### src/rtl/scan_mem_loader.sv
`default_nettype none
// ============================================================================
// Module   : scan_mem_loader
// Purpose  : Scan-chain memory port. Deserialises a command header from
//            scan_in, then writes a burst of words to memory or reads a burst
//            back out on scan_out. Holds the core in reset while busy.
// Revision : 1.0 - initial release
// ============================================================================
module scan_mem_loader #(
    parameter int DATA_W   = 32,
    parameter int ADDR_W   = 32,
    parameter int LEN_W    = 32,
    parameter int ADDR_INC = 4
) (
    input  logic              clk,
    input  logic              rst_n,
    input  logic              scan_en,
    input  logic              scan_in,
    output logic              scan_out,
    output logic              scan_out_valid,
    output logic              mem_req,
    output logic              mem_we,
    output logic [ADDR_W-1:0] mem_addr,
    output logic [DATA_W-1:0] mem_wdata,
    input  logic [DATA_W-1:0] mem_rdata,
    input  logic              mem_ready,
    output logic              core_hold,
    output logic              done,
    output logic              overrun
);

    localparam int c_MAX_W = (DATA_W > ADDR_W) ? ((DATA_W > LEN_W) ? DATA_W : LEN_W)
                                               : ((ADDR_W > LEN_W) ? ADDR_W : LEN_W);
    localparam int c_CNT_W = $clog2(c_MAX_W);
    localparam logic [c_CNT_W-1:0] c_LEN_LAST  = c_CNT_W'(LEN_W - 1);
    localparam logic [c_CNT_W-1:0] c_ADDR_LAST = c_CNT_W'(ADDR_W - 1);
    localparam logic [c_CNT_W-1:0] c_DATA_LAST = c_CNT_W'(DATA_W - 1);

    typedef enum logic [2:0] {
        S_IDLE = 3'd0,
        S_CMD  = 3'd1,   // command bit taken, collecting length field
        S_ADDR = 3'd2,
        S_WR   = 3'd3,
        S_RD   = 3'd4,
        S_DONE = 3'd5
    } state_t;

    state_t              r_state;
    state_t              w_state_nxt;
    logic [c_CNT_W-1:0]  r_cnt;
    logic                r_cmd;
    logic [LEN_W-1:0]    r_len;
    logic [ADDR_W-2:0]   r_addr_sh;
    logic [DATA_W-2:0]   r_wsh;
    logic [DATA_W-1:0]   r_osh;
    logic [LEN_W-1:0]    r_remaining;
    logic [ADDR_W-1:0]   r_addr;
    logic [DATA_W-1:0]   r_wdata;
    logic                r_req;
    logic                r_we;
    logic                r_sov;
    logic                r_done;
    logic                r_overrun;

    // The final bit of a field arrives on scan_in, so full values combine
    // it with the bits already shifted in.
    logic                w_abort;
    logic                w_accept;
    logic                w_last_word;
    logic                w_rd_bit_last;
    logic [ADDR_W-1:0]   w_addr_full;
    logic [DATA_W-1:0]   w_word_full;

    assign w_abort       = (r_state != S_IDLE) && !scan_en;
    assign w_accept      = r_req && mem_ready;
    assign w_last_word   = (r_remaining == LEN_W'(1));
    assign w_rd_bit_last = r_sov && (r_cnt == c_DATA_LAST);
    assign w_addr_full   = {scan_in, r_addr_sh};
    assign w_word_full   = {scan_in, r_wsh};

    // Next-state selection; dropping scan_en anywhere but IDLE aborts.
    always_comb begin
        w_state_nxt = r_state;
        if (w_abort) begin
            w_state_nxt = S_IDLE;
        end else begin
            case (r_state)
                S_IDLE: if (scan_en) w_state_nxt = S_CMD;
                S_CMD:  if (r_cnt == c_LEN_LAST) w_state_nxt = S_ADDR;
                S_ADDR: if (r_cnt == c_ADDR_LAST)
                            w_state_nxt = (r_len == '0) ? S_DONE : (r_cmd ? S_WR : S_RD);
                S_WR:   if (w_accept && w_last_word) w_state_nxt = S_DONE;
                S_RD:   if (w_rd_bit_last && w_last_word) w_state_nxt = S_DONE;
                default: w_state_nxt = r_state;
            endcase
        end
    end

    // State register.
    always_ff @(posedge clk or negedge rst_n) begin
        if (!rst_n) r_state <= S_IDLE;
        else        r_state <= w_state_nxt;
    end

    // Header deserialisation, write/read burst datapath and status flags.
    always_ff @(posedge clk or negedge rst_n) begin
        if (!rst_n) begin
            r_cnt       <= '0;
            r_cmd       <= 1'b0;
            r_len       <= '0;
            r_addr_sh   <= '0;
            r_wsh       <= '0;
            r_osh       <= '0;
            r_remaining <= '0;
            r_addr      <= '0;
            r_wdata     <= '0;
            r_req       <= 1'b0;
            r_we        <= 1'b0;
            r_sov       <= 1'b0;
            r_done      <= 1'b0;
            r_overrun   <= 1'b0;
        end else begin
            r_done <= (w_state_nxt == S_DONE) && (r_state != S_DONE);
            if (w_abort) begin
                r_cnt <= '0;
                r_req <= 1'b0;
                r_we  <= 1'b0;
                r_sov <= 1'b0;
                r_osh <= '0;
            end else begin
                case (r_state)
                    S_IDLE: begin
                        if (scan_en) begin
                            r_cmd <= scan_in;
                            r_cnt <= '0;
                        end
                    end
                    S_CMD: begin
                        r_len <= {scan_in, r_len[LEN_W-1:1]};
                        r_cnt <= (r_cnt == c_LEN_LAST) ? '0 : r_cnt + c_CNT_W'(1);
                    end
                    S_ADDR: begin
                        r_addr_sh <= {scan_in, r_addr_sh[ADDR_W-2:1]};
                        r_cnt     <= (r_cnt == c_ADDR_LAST) ? '0 : r_cnt + c_CNT_W'(1);
                        if ((r_cnt == c_ADDR_LAST) && (r_len != '0)) begin
                            r_addr      <= w_addr_full;
                            r_remaining <= r_len;
                            r_req       <= !r_cmd;   // reads issue immediately
                            r_we        <= 1'b0;
                        end
                    end
                    S_WR: begin
                        r_wsh <= {scan_in, r_wsh[DATA_W-2:1]};
                        r_cnt <= (r_cnt == c_DATA_LAST) ? '0 : r_cnt + c_CNT_W'(1);
                        if (w_accept) begin
                            r_req       <= 1'b0;
                            r_we        <= 1'b0;
                            r_addr      <= r_addr + ADDR_W'(ADDR_INC);
                            r_remaining <= r_remaining - LEN_W'(1);
                        end
                        // A word that completes while the previous one is
                        // still waiting is dropped and flagged.
                        if (r_cnt == c_DATA_LAST) begin
                            if (r_req && !mem_ready) begin
                                r_overrun <= 1'b1;
                            end else if (!(w_accept && w_last_word)) begin
                                r_wdata <= w_word_full;
                                r_req   <= 1'b1;
                                r_we    <= 1'b1;
                            end
                        end
                    end
                    S_RD: begin
                        if (w_accept) begin
                            r_req <= 1'b0;
                            r_osh <= mem_rdata;
                            r_sov <= 1'b1;
                            r_cnt <= '0;
                        end else if (r_sov) begin
                            r_osh <= {1'b0, r_osh[DATA_W-1:1]};
                            r_cnt <= (r_cnt == c_DATA_LAST) ? '0 : r_cnt + c_CNT_W'(1);
                            if (r_cnt == c_DATA_LAST) begin
                                r_sov       <= 1'b0;
                                r_addr      <= r_addr + ADDR_W'(ADDR_INC);
                                r_remaining <= r_remaining - LEN_W'(1);
                                r_req       <= !w_last_word;
                            end
                        end
                    end
                    default: begin
                    end
                endcase
            end
        end
    end

    assign scan_out       = r_sov & r_osh[0];
    assign scan_out_valid = r_sov;
    assign mem_req        = r_req;
    assign mem_we         = r_we;
    assign mem_addr       = r_addr;
    assign mem_wdata      = r_wdata;
    assign core_hold      = (r_state != S_IDLE);
    assign done           = r_done;
    assign overrun        = r_overrun;

endmodule
`default_nettype wire

### config.mk
export PLATFORM = sky130hd
export DESIGN_NAME = scan_mem_loader
export DESIGN_NICKNAME = d
export VERILOG_FILES = /design/src/rtl/scan_mem_loader.sv
export SDC_FILE = /design/constraint.sdc
export NUM_CORES = 1
export LEC_CHECK = 0
export CAP_MARGIN = 15
export CORE_MARGIN = 2
export CORE_UTILIZATION = 64
export DETAILED_ROUTE_END_ITERATION = 7
export DONT_BUFFER_PORTS = 1
export MAX_ROUTING_LAYER = met4
export PLACE_DENSITY = 0.76
export SYNTH_ARGS = -nofsm -noshare
export SYNTH_HDL_FRONTEND = slang
export SYNTH_SLANG_ARGS = --single-unit
### constraint.sdc
create_clock -name clk -period 3 [get_ports clk]
set_clock_uncertainty 0.2 [all_clocks]
set_input_delay 0.6 -clock clk [delete_from_list [all_inputs] [get_ports clk]]
set_output_delay 0.6 -clock clk [all_outputs]
set_load 0.03 [all_outputs]
==> impl_summary.md, run 1 <==
Routing
The routed design uses 1784 um of met3 wire. Before antenna repair, the detailed router went through 5 iterations. The met2 routed wirelength is 11440 um. For this run, design rule violations remaining after detail routing come to 0. The DRC violation total after the first TritonRoute iteration is 687. The highest routed metal layer is met4. The total number of vias is around 8200. In this run the remaining antenna-violating nets after routing total 0. The total wirelength of the detailed-routed design is 24640 um. The met1 routed wirelength after detailed routing is between 10000 and 15000 um. After detailed routing, the average wire length per cell comes to 19.43 um.

After detailed routing, the number of vias per cell comes to 6.443.

GRT
The number of global-route vias before repair was 7970. Global routing consumed, over all layers together, 28.23% of the routing resources. The maximum number of pins on one net before global-route repair is about 240. Global routing finished with a remaining overflow of 0.

The first global-routing pass estimated about 40000 um of wire. The initial antenna violation count came to 0.

Worst setup path
For this design, the slowest cell found on the critical path is sky130_fd_sc_hd__or4_1. The required time at the endpoint of the critical path is 3.21 ns. Together, buffers and inverters on the worst path number 0. The signal on the critical path passes through ha_1 -> and3_1 -> ha_1 -> nand2_1 -> o21ai_0 -> a21o_1 -> nand2_1 -> or4_1 -> a32o_1. The arrival time at the worst endpoint is 2.95 ns. The kind of start point of the critical path is a flip-flop. The critical path class is flip-flop to flip-flop. The worst setup path is captured at a flip-flop. In this run the worst path has a maximum fanout of 8. On the worst path, the slowest cell contributes a delay of 0.56 ns.

The cell family contributing the most delay on the critical path is simple AND/OR/NAND/NOR gates.

STA
Setup violations remaining at the end of the flow were counted as 0. Final hold analysis gives a worst-case slack of -0.4231 ns. In the final timing run, aggregate negative setup slack is 0 ns.

The post-route clock period utilization is 91.46%. The routed design could run at a clock period as short as ~2.7 ns. The count of final hold-check violations came to between 200 and 250. At the pin with the least slew margin, the transition time is 0.8707 ns. The tightest slew margin relative to the limit is 41.73%. The number of pins with negative max-slew slack in the final report came to 0. Setup repair after global routing left no endpoint under its margin. The worst path meets setup with 0.2561 ns of slack. Static timing analysis puts the maximum clock frequency at 364.4 MHz.

Yosys
Yosys printed 0 warnings. The number of different library cells in the post-synthesis netlist is 63. The most used flip-flop cell after synthesis is sky130_fd_sc_hd__dfrtp_1.

The combinational family with the most area after synthesis is multiplexers. The number of enable flip-flop cells after synthesis is 0. The instance count of the mapped netlist is 1015. The sequential element share of the synthesized area is a little over half.

Multiplexer cells account for 15.90% of the synthesized area. The count of state elements after synthesis is 236. The simple-gate share of the synthesized area is 11.94%. The compound-gate portion of the synthesized area is 15.62%. Summing every instance area after synthesis gives 11090 um2. Synthesis produced a netlist with a net count of roughly 1100.

The synthesized-area fraction occupied by adder cells is 0.5641%. The share of the synthesized netlist area taken by xor and xnor gates is 0%. Dividing the synthesized area by the synthesized cell count gives 10.93 um2.

The post-synthesis async set-or-reset flop share is 100.0%.

Die
The effective utilization at floorplan is 64.79%. In this run the vertical extent of the chip is 135.6 um. The site row count is 48. The die covers 18400 um2. The I/O pin count is 108. The standard cell core area is 17120 um2.

The horizontal extent of the die is ~140 um.

Min path
The class of the tightest hold or removal check is input pin to asynchronous set/reset pin.

Clock tree
The post-CTS clock slew at the launch and capture registers of the worst setup and hold paths is 0.06 ns. The clock net sink count is between 200 and 250. The post-CTS setup buffer count is 0. The clock insertion delay at the later pin of the skew report is 0.52 ns. The library cell used as clock root buffer is sky130_fd_sc_hd__clkbuf_16. The number of buffers on the longest clock path is 3. The maximum level of the CTS H-tree is 1. The number of buffers added to fix hold violations after cts is 1.

TritonCTS built the clock tree. Counting the buffers created by CTS gives 25.

Job
The count of max-cap constraint violations is 0.

Placed design
The count of port buffers added during placement is 0. The worst setup slack before clock tree synthesis is 0.2842 ns. The half-perimeter wire length after detailed placement is 15420 um. In this run the cell area measured after placement is roughly 12000 um2. Routability-driven placement finished with a final weighted congestion of 0.9138.

Status
The final reports fail on hold timing. The flow ran to the end, but the final reports show violations.

Final layout
After filler insertion, the fill cell instance count of the layout stands at 1176. The area growth from synthesis to layout is 12.06%. The final net count is 1069. The summed area of non-filler cells in the final layout is between 10000 and 15000 um2. In the final layout, the share of cells above drive strength 1 is 22.05%.

The number of diodes is 0.

Pwr
The maximum resistive drop on vdd is between 0.5 and 0.6 mV. In this run the power density over the cells is 623.9 nW/um2. The power consumption is 7.753 mW. The total leakage power is 5.830 nW.
## cell usage in the layout (no fill, tap or decap), drive strengths merged, types with 12 or more instances in the layout
master  Yosys  final
buf         9     47
a21oi      67     67
nor2       54     54
a32o       12     12
nand3      19     19
nand4      16     16
o31ai      36     36
o22ai      17     17
dfrtp     236    236
mux2      129    129
inv        15     17
nand2     104    104
o21ai      58     58
clkbuf     54     34
nor3       17     17
mux2i      31     31
nor4       19     19
## logic make-up after synthesis
family | Yosys count
AOI/OAI and AO/OA | 263
adders and majority gates | 5
buffers and inverters | 79
DFF | 236
muxes | 160
and+or+nand+nor | 272
## final timing paths
path | startpoint | cells after the start | slack, ns | endpoint
setup / recovery | r_cnt[0] | 9 | 0.26 | r_remaining[22]
hold / removal | rst_n | 0 | -0.42 | r_osh[16]
setup reg to reg | r_cnt[0] | 9 | 0.26 | r_remaining[22]
hold reg to reg | r_osh[11] | 2 | 0.28 | r_osh[11]
max in group asynchronous | rst_n | 0 | 2.48 | r_len[4]
min in group clk | scan_in | 1 | 0.03 | r_len[31]
## stage by stage
| step | instances | util, % |
|---|---|---|
| after global routing | 1268 | 72.60 |
| after CTS | 1268 | 72.57 |
| after floorplan | 1015 | - |
| after detailed placement | 1224 | 67.55 |
| final | 1268 | 72.60 |
| after global placement | 1224 | 67.55 |
## power breakdown
group	total, mW	switching, mW	leakage [nW]	internal (mW)
Sequential	3.79	0.348	3.22	3.44
Combinational	0.832	0.436	2.19	0.397
Clock	3.13	1.24	0.420	1.89
## per-layer routing
layer  track usage (%)  vias to the layer above
li1                  -                     3790
met1             39.58                     4049
met2             42.40                      286
met3             5.948                       45
met4             7.639                        0
met5                 -                        -
## what timing repair did
item                                    4_1_cts  5_1_grt
endpoints found under the setup margin        0        4
gates resized for setup                       0        1
endpoints found under the hold margin       237      236
## cells in the mapped netlist, types with 4 or more instances
cell type,instances,area [um2]
sky130_fd_sc_hd__a31oi_1,6,37.54
sky130_fd_sc_hd__a32o_1,12,120.1
sky130_fd_sc_hd__mux2_1,12,135.1
sky130_fd_sc_hd__a22o_1,4,35.03
sky130_fd_sc_hd__o22ai_1,17,106.4
sky130_fd_sc_hd__nand4_1,15,93.84
sky130_fd_sc_hd__or2_2,5,31.28
sky130_fd_sc_hd__a21oi_1,67,335.3
sky130_fd_sc_hd__inv_1,15,56.30
sky130_fd_sc_hd__ha_1,5,62.56
sky130_fd_sc_hd__o22a_1,6,52.55
sky130_fd_sc_hd__o31ai_1,36,270.3
sky130_fd_sc_hd__buf_2,5,25.02
sky130_fd_sc_hd__a22oi_1,7,52.55
sky130_fd_sc_hd__a31o_2,4,35.03
sky130_fd_sc_hd__and2_1,4,25.02
sky130_fd_sc_hd__o21ai_0,57,285.3
sky130_fd_sc_hd__a21o_1,4,30.03
sky130_fd_sc_hd__o2bb2ai_1,8,70.07
sky130_fd_sc_hd__mux2i_1,31,310.3
sky130_fd_sc_hd__nor3_1,14,70.07
sky130_fd_sc_hd__nor2_1,54,202.7
sky130_fd_sc_hd__nand3_1,19,95.09
sky130_fd_sc_hd__nor4_1,18,112.6
sky130_fd_sc_hd__dfrtp_1,236,5906
sky130_fd_sc_hd__clkbuf_1,54,202.7
sky130_fd_sc_hd__mux2_2,117,1318
sky130_fd_sc_hd__o32ai_1,4,35.03
sky130_fd_sc_hd__nand2_1,104,390.4
sky130_fd_sc_hd__buf_1,4,15.01
sky130_fd_sc_hd__and3_1,8,50.05
sky130_fd_sc_hd__a2bb2oi_1,6,52.55
sky130_fd_sc_hd__or3_1,7,43.79
## registers in the layout (all words and copies together) (netlist names), 3 cells and up
register	flops
mem_addr	32
r_len	32
r_wsh	31
mem_wdata	32
r_osh	32
r_addr_sh	31
r_state	3
r_remaining	32
r_cnt	5
## final cells by class
type / count / area, um2 / share of cell area, %
clock inverter: 9 / 108.9 / 0.8760
inverter: 16 / 60.06 / 0.4833
tap: 225 / 281.5 / 2.265
sequential: 236 / 5906 / 47.52
clock buffer: 34 / 739.5 / 5.950
timing repair buffer: 48 / 412.9 / 3.323
multi-input combinational: 700 / 4918 / 39.58
Power figures use the tool's default switching activity.
==> inputs of run 2 (changes only) <==
--- a/config.mk
+++ b/config.mk
@@ -11,7 +11,7 @@
 export DETAILED_ROUTE_END_ITERATION = 7
 export DONT_BUFFER_PORTS = 1
 export MAX_ROUTING_LAYER = met4
-export PLACE_DENSITY = 0.76
+export PLACE_DENSITY_LB_ADDON = 0.3
 export SYNTH_ARGS = -nofsm -noshare
 export SYNTH_HDL_FRONTEND = slang
 export SYNTH_SLANG_ARGS = --single-unit
==> run 2 against run 1 <==
Against the previous run: the run still ends with hold timing left; register-to-register slack is essentially flat; worst setup slack lost 0.012 ns; global-route usage fell by 0.57 points; flip-flop and latch count is the same; cell area fell by 0.34%; critical path depth stayed put; largest power group unchanged; highest routed layer unchanged.
==> impl_summary.md, run 2 (synthesized netlist as in run 1, its figures left out) <==
Status
Status: complete, but fails checks (unchanged). Violations in the final reports: hold timing (unchanged).

Clock tree
The number of buffers created by CTS was 25 (unchanged). The clock insertion delay at the later pin of the skew report came to 0.51 ns (was 0.52 ns). The library cell used as clock root buffer is sky130_fd_sc_hd__clkbuf_16 (unchanged). The number of buffers on the longest clock path is 3 (unchanged). The number of gates resized after CTS is 0 (unchanged). The CTS tree is yes (unchanged). The clock net sink count is 236 (unchanged). The maximum level of the CTS H-tree came to 1 (unchanged).

The post-CTS clock slew at the launch and capture registers of the worst setup and hold paths is 0.06 ns (about the same). The post-CTS setup buffer count was 0 (unchanged).

Routing
The total number of vias is 8104 (was 8170). The routed wire length per instance is 19.30 um (was 19.43 um). The number of nets with antenna violations after detailed routing was 0 (unchanged). The total wirelength of the detailed-routed design came to 24360 um (was 24640 um). The number of iterations in the first detailed-routing pass was 5 (unchanged). The final routed DRC violation total was 0 (unchanged). The number of vias per cell after detailed routing was 6.422 (was 6.443).

The DRC violation total after the first TritonRoute iteration is 721 (was 687).

Worst setup path
The beginning of the worst register-to-register path is r_cnt[1] (was r_cnt[0]). Worst path cell trace: ha_1 -> and3_1 -> ha_1 -> nand2_1 -> o21ai_0 -> a21o_1 -> nand2_1 -> or4_1 -> a32o_1 (unchanged). The arrival time at the worst endpoint is 2.95 ns (about the same). The critical path class was flip-flop to flip-flop (unchanged). The critical path startpoint was r_cnt[1] (was r_cnt[0]). The cell depth of the worst setup path came to 9 (unchanged). The endpoint kind of the worst setup timing path is a flip-flop (unchanged).

The required time at the endpoint of the critical path is 3.19 ns (was 3.21 ns). The count of buffering cells on the critical path with inverters included is 0 (unchanged). The capture point of the worst reg-to-reg path is r_remaining[22] (unchanged). The kind of start point of the critical path is a flip-flop (unchanged). The endpoint of the most critical setup path is r_remaining[22] (unchanged). The register-to-register setup slack is 0.24 ns (was 0.26 ns). The critical path's slowest cell is sky130_fd_sc_hd__or4_1 (unchanged). The length in cells of the worst reg-to-reg path is 9 (unchanged). The maximum fanout count along the critical path came to 8 (unchanged). The cell family contributing the most delay on the critical path is simple AND/OR/NAND/NOR gates (unchanged). The largest incremental delay on the critical path came to 0.57 ns (was 0.56 ns).

GRT
The total track usage is 27.66% (was 28.23%). The initial antenna violation count is 0 (unchanged). The number of global-route vias before repair came to 8032 (was 7970). The global-route wire length before repair is 40230 um (was 40850 um). The maximum number of pins on one net before global-route repair is 237 (unchanged). The total overflow reported by the global router is 0 (unchanged).

Min path
The class of the tightest hold or removal check is input pin to asynchronous set/reset pin (unchanged).

STA
The post-route clock period utilization is 91.86% (was 91.46%). The top achievable clock speed came to 362.9 MHz (was 364.4 MHz). The clock period minus worst slack is 2.756 ns (was 2.744 ns).

Unrepaired setup endpoints after global routing: false (unchanged). The worst hold-check slack is -0.4210 ns (was -0.4231 ns). The tightest slew margin relative to the limit is 54.60% (was 41.73%). The count of final hold-check violations is 236 (unchanged). The total negative slack for setup checks is 0 ns (unchanged). The number of pins with negative max-slew slack in the final report is 0 (unchanged). The transition time at the pin with the least slew margin was 0.6758 ns (was 0.8707 ns). The setup violation total in the final timing report is 0 (unchanged).

Pwr
The total leakage power is 5.797 nW (was 5.830 nW). The power density over the cells is 635.1 nW/um2 (was 623.9 nW/um2). The maximum resistive drop on vdd is 0.5291 mV (was 0.5469 mV).

Final layout
The post-route core utilization is 72.35% (was 72.60%). The summed area of non-filler cells in the final layout is 12380 um2 (was 12430 um2). The layout overhead on the synthesized area was 11.68% (was 12.06%). The final cell count without fillers is 1262 (was 1268). The leading cell type in the layout, fill and taps excluded is sky130_fd_sc_hd__dfrtp_1 (unchanged). The number of diodes is 0 (unchanged).

Leading cell types in the layout, fill and taps excluded: sky130_fd_sc_hd__dfrtp_1 (236), sky130_fd_sc_hd__mux2_2 (117), sky130_fd_sc_hd__nand2_1 (102) (unchanged). The final net count is 1060 (was 1069). The ratio of cells with drive above 1 in the final layout is 21.60% (was 22.05%).

Die
The effective utilization at floorplan is 64.79% (unchanged). The I/O pin count is 108 (unchanged). The standard cell core area came to 17120 um2 (unchanged). The die boundary height is 135.6 um (unchanged). The horizontal extent of the die was 135.6 um (unchanged).

The site row count was 48 (unchanged). The floorplan die area is 18400 um2 (unchanged).

Placed design
The count of port buffers added during placement is 0 (unchanged). The placement-stage cell area is 11490 um2 (was 11560 um2). The half-perimeter wire length after detailed placement is 15380 um (was 15420 um).

The routability-driven placement congestion ratio is 0.8995 (was 0.9138). The total placed cells including tap cells was 1216 (was 1224).

Job
The count of max-cap constraint violations is 0 (unchanged).
-- run 2: changes by cell type in the layout (fill, tap and decap cells not counted), sizes merged --
cell / change
clkinvlp: +3
clkinv: +1
dlygate4sd3: -1
clkbuf: -3
bufinv: +2
buf: -8
-- run 2: worst min path at each step --
stage | startpoint | to | cells past startpoint
4_1_cts | rst_n | r_osh[18] | 0
2_1_floorplan | rst_n | done | 0
3_3_place_gp | rst_n | r_osh[17] | 0
3_5_place_dp | rst_n | r_osh[18] | 0
6_report | rst_n | r_osh[18] | 0
5_1_grt | rst_n | r_osh[15] | 0
-- run 2: worst reg2reg max path: stages (launching register included) --
cell                      delay (ns)
sky130_fd_sc_hd__dfrtp_1        0.39
sky130_fd_sc_hd__ha_1           0.20
sky130_fd_sc_hd__and3_1         0.17
sky130_fd_sc_hd__ha_1           0.16
sky130_fd_sc_hd__nand2_1        0.08
sky130_fd_sc_hd__o21ai_0        0.19
sky130_fd_sc_hd__a21o_1         0.19
sky130_fd_sc_hd__nand2_1        0.21
sky130_fd_sc_hd__or4_1          0.57
sky130_fd_sc_hd__a32o_1         0.28
-- run 2: per-stage QoR --
| stage | setup slack [ns] | hold WS [ns] | power [mW] |
|---|---|---|---|
| 3_3_place_gp | 0.3639 | 0.1104 | 4.576 |
| 3_5_place_dp | 0.2799 | 0.1093 | 4.617 |
| 6_report | 0.2443 | -0.4210 | 7.865 |
| 5_1_grt | 0.1114 | -0.4408 | 8.176 |
| 2_1_floorplan | 0.4055 | 0.1044 | 4.354 |
| 4_1_cts | 0.2669 | -0.4316 | 7.906 |
-- run 2: per-layer routing --
metal / global-route usage (%) / wire length, um / up-vias
li1: - / - / 3773
met1: 37.41 / 10570 / 4055
met2: 44.42 / 11980 / 246
met3: 4.714 / 1475 / 30
met4: 6.366 / 327 / 0
met5: - / 0 / -
-- run 2: layout make-up --
type / instances / area [um2]
inverters: 16 / 60.06
fillers: 1155 / 4732
repair buffers: 39 / 330.3
clock buffers: 31 / 698.2
flip-flops and latches: 236 / 5906
multi-input cells: 700 / 4912
well taps: 225 / 281.5
clock inverters: 15 / 196.4
-- run 2: power by group --
part | switching, mW | leakage (nW) | internal [mW]
Clock | 1.28 | 0.431 | 2.01
Combinational | 0.396 | 2.14 | 0.388
Sequential | 0.356 | 3.22 | 3.44
Total | 2.03 | 5.80 | 5.83
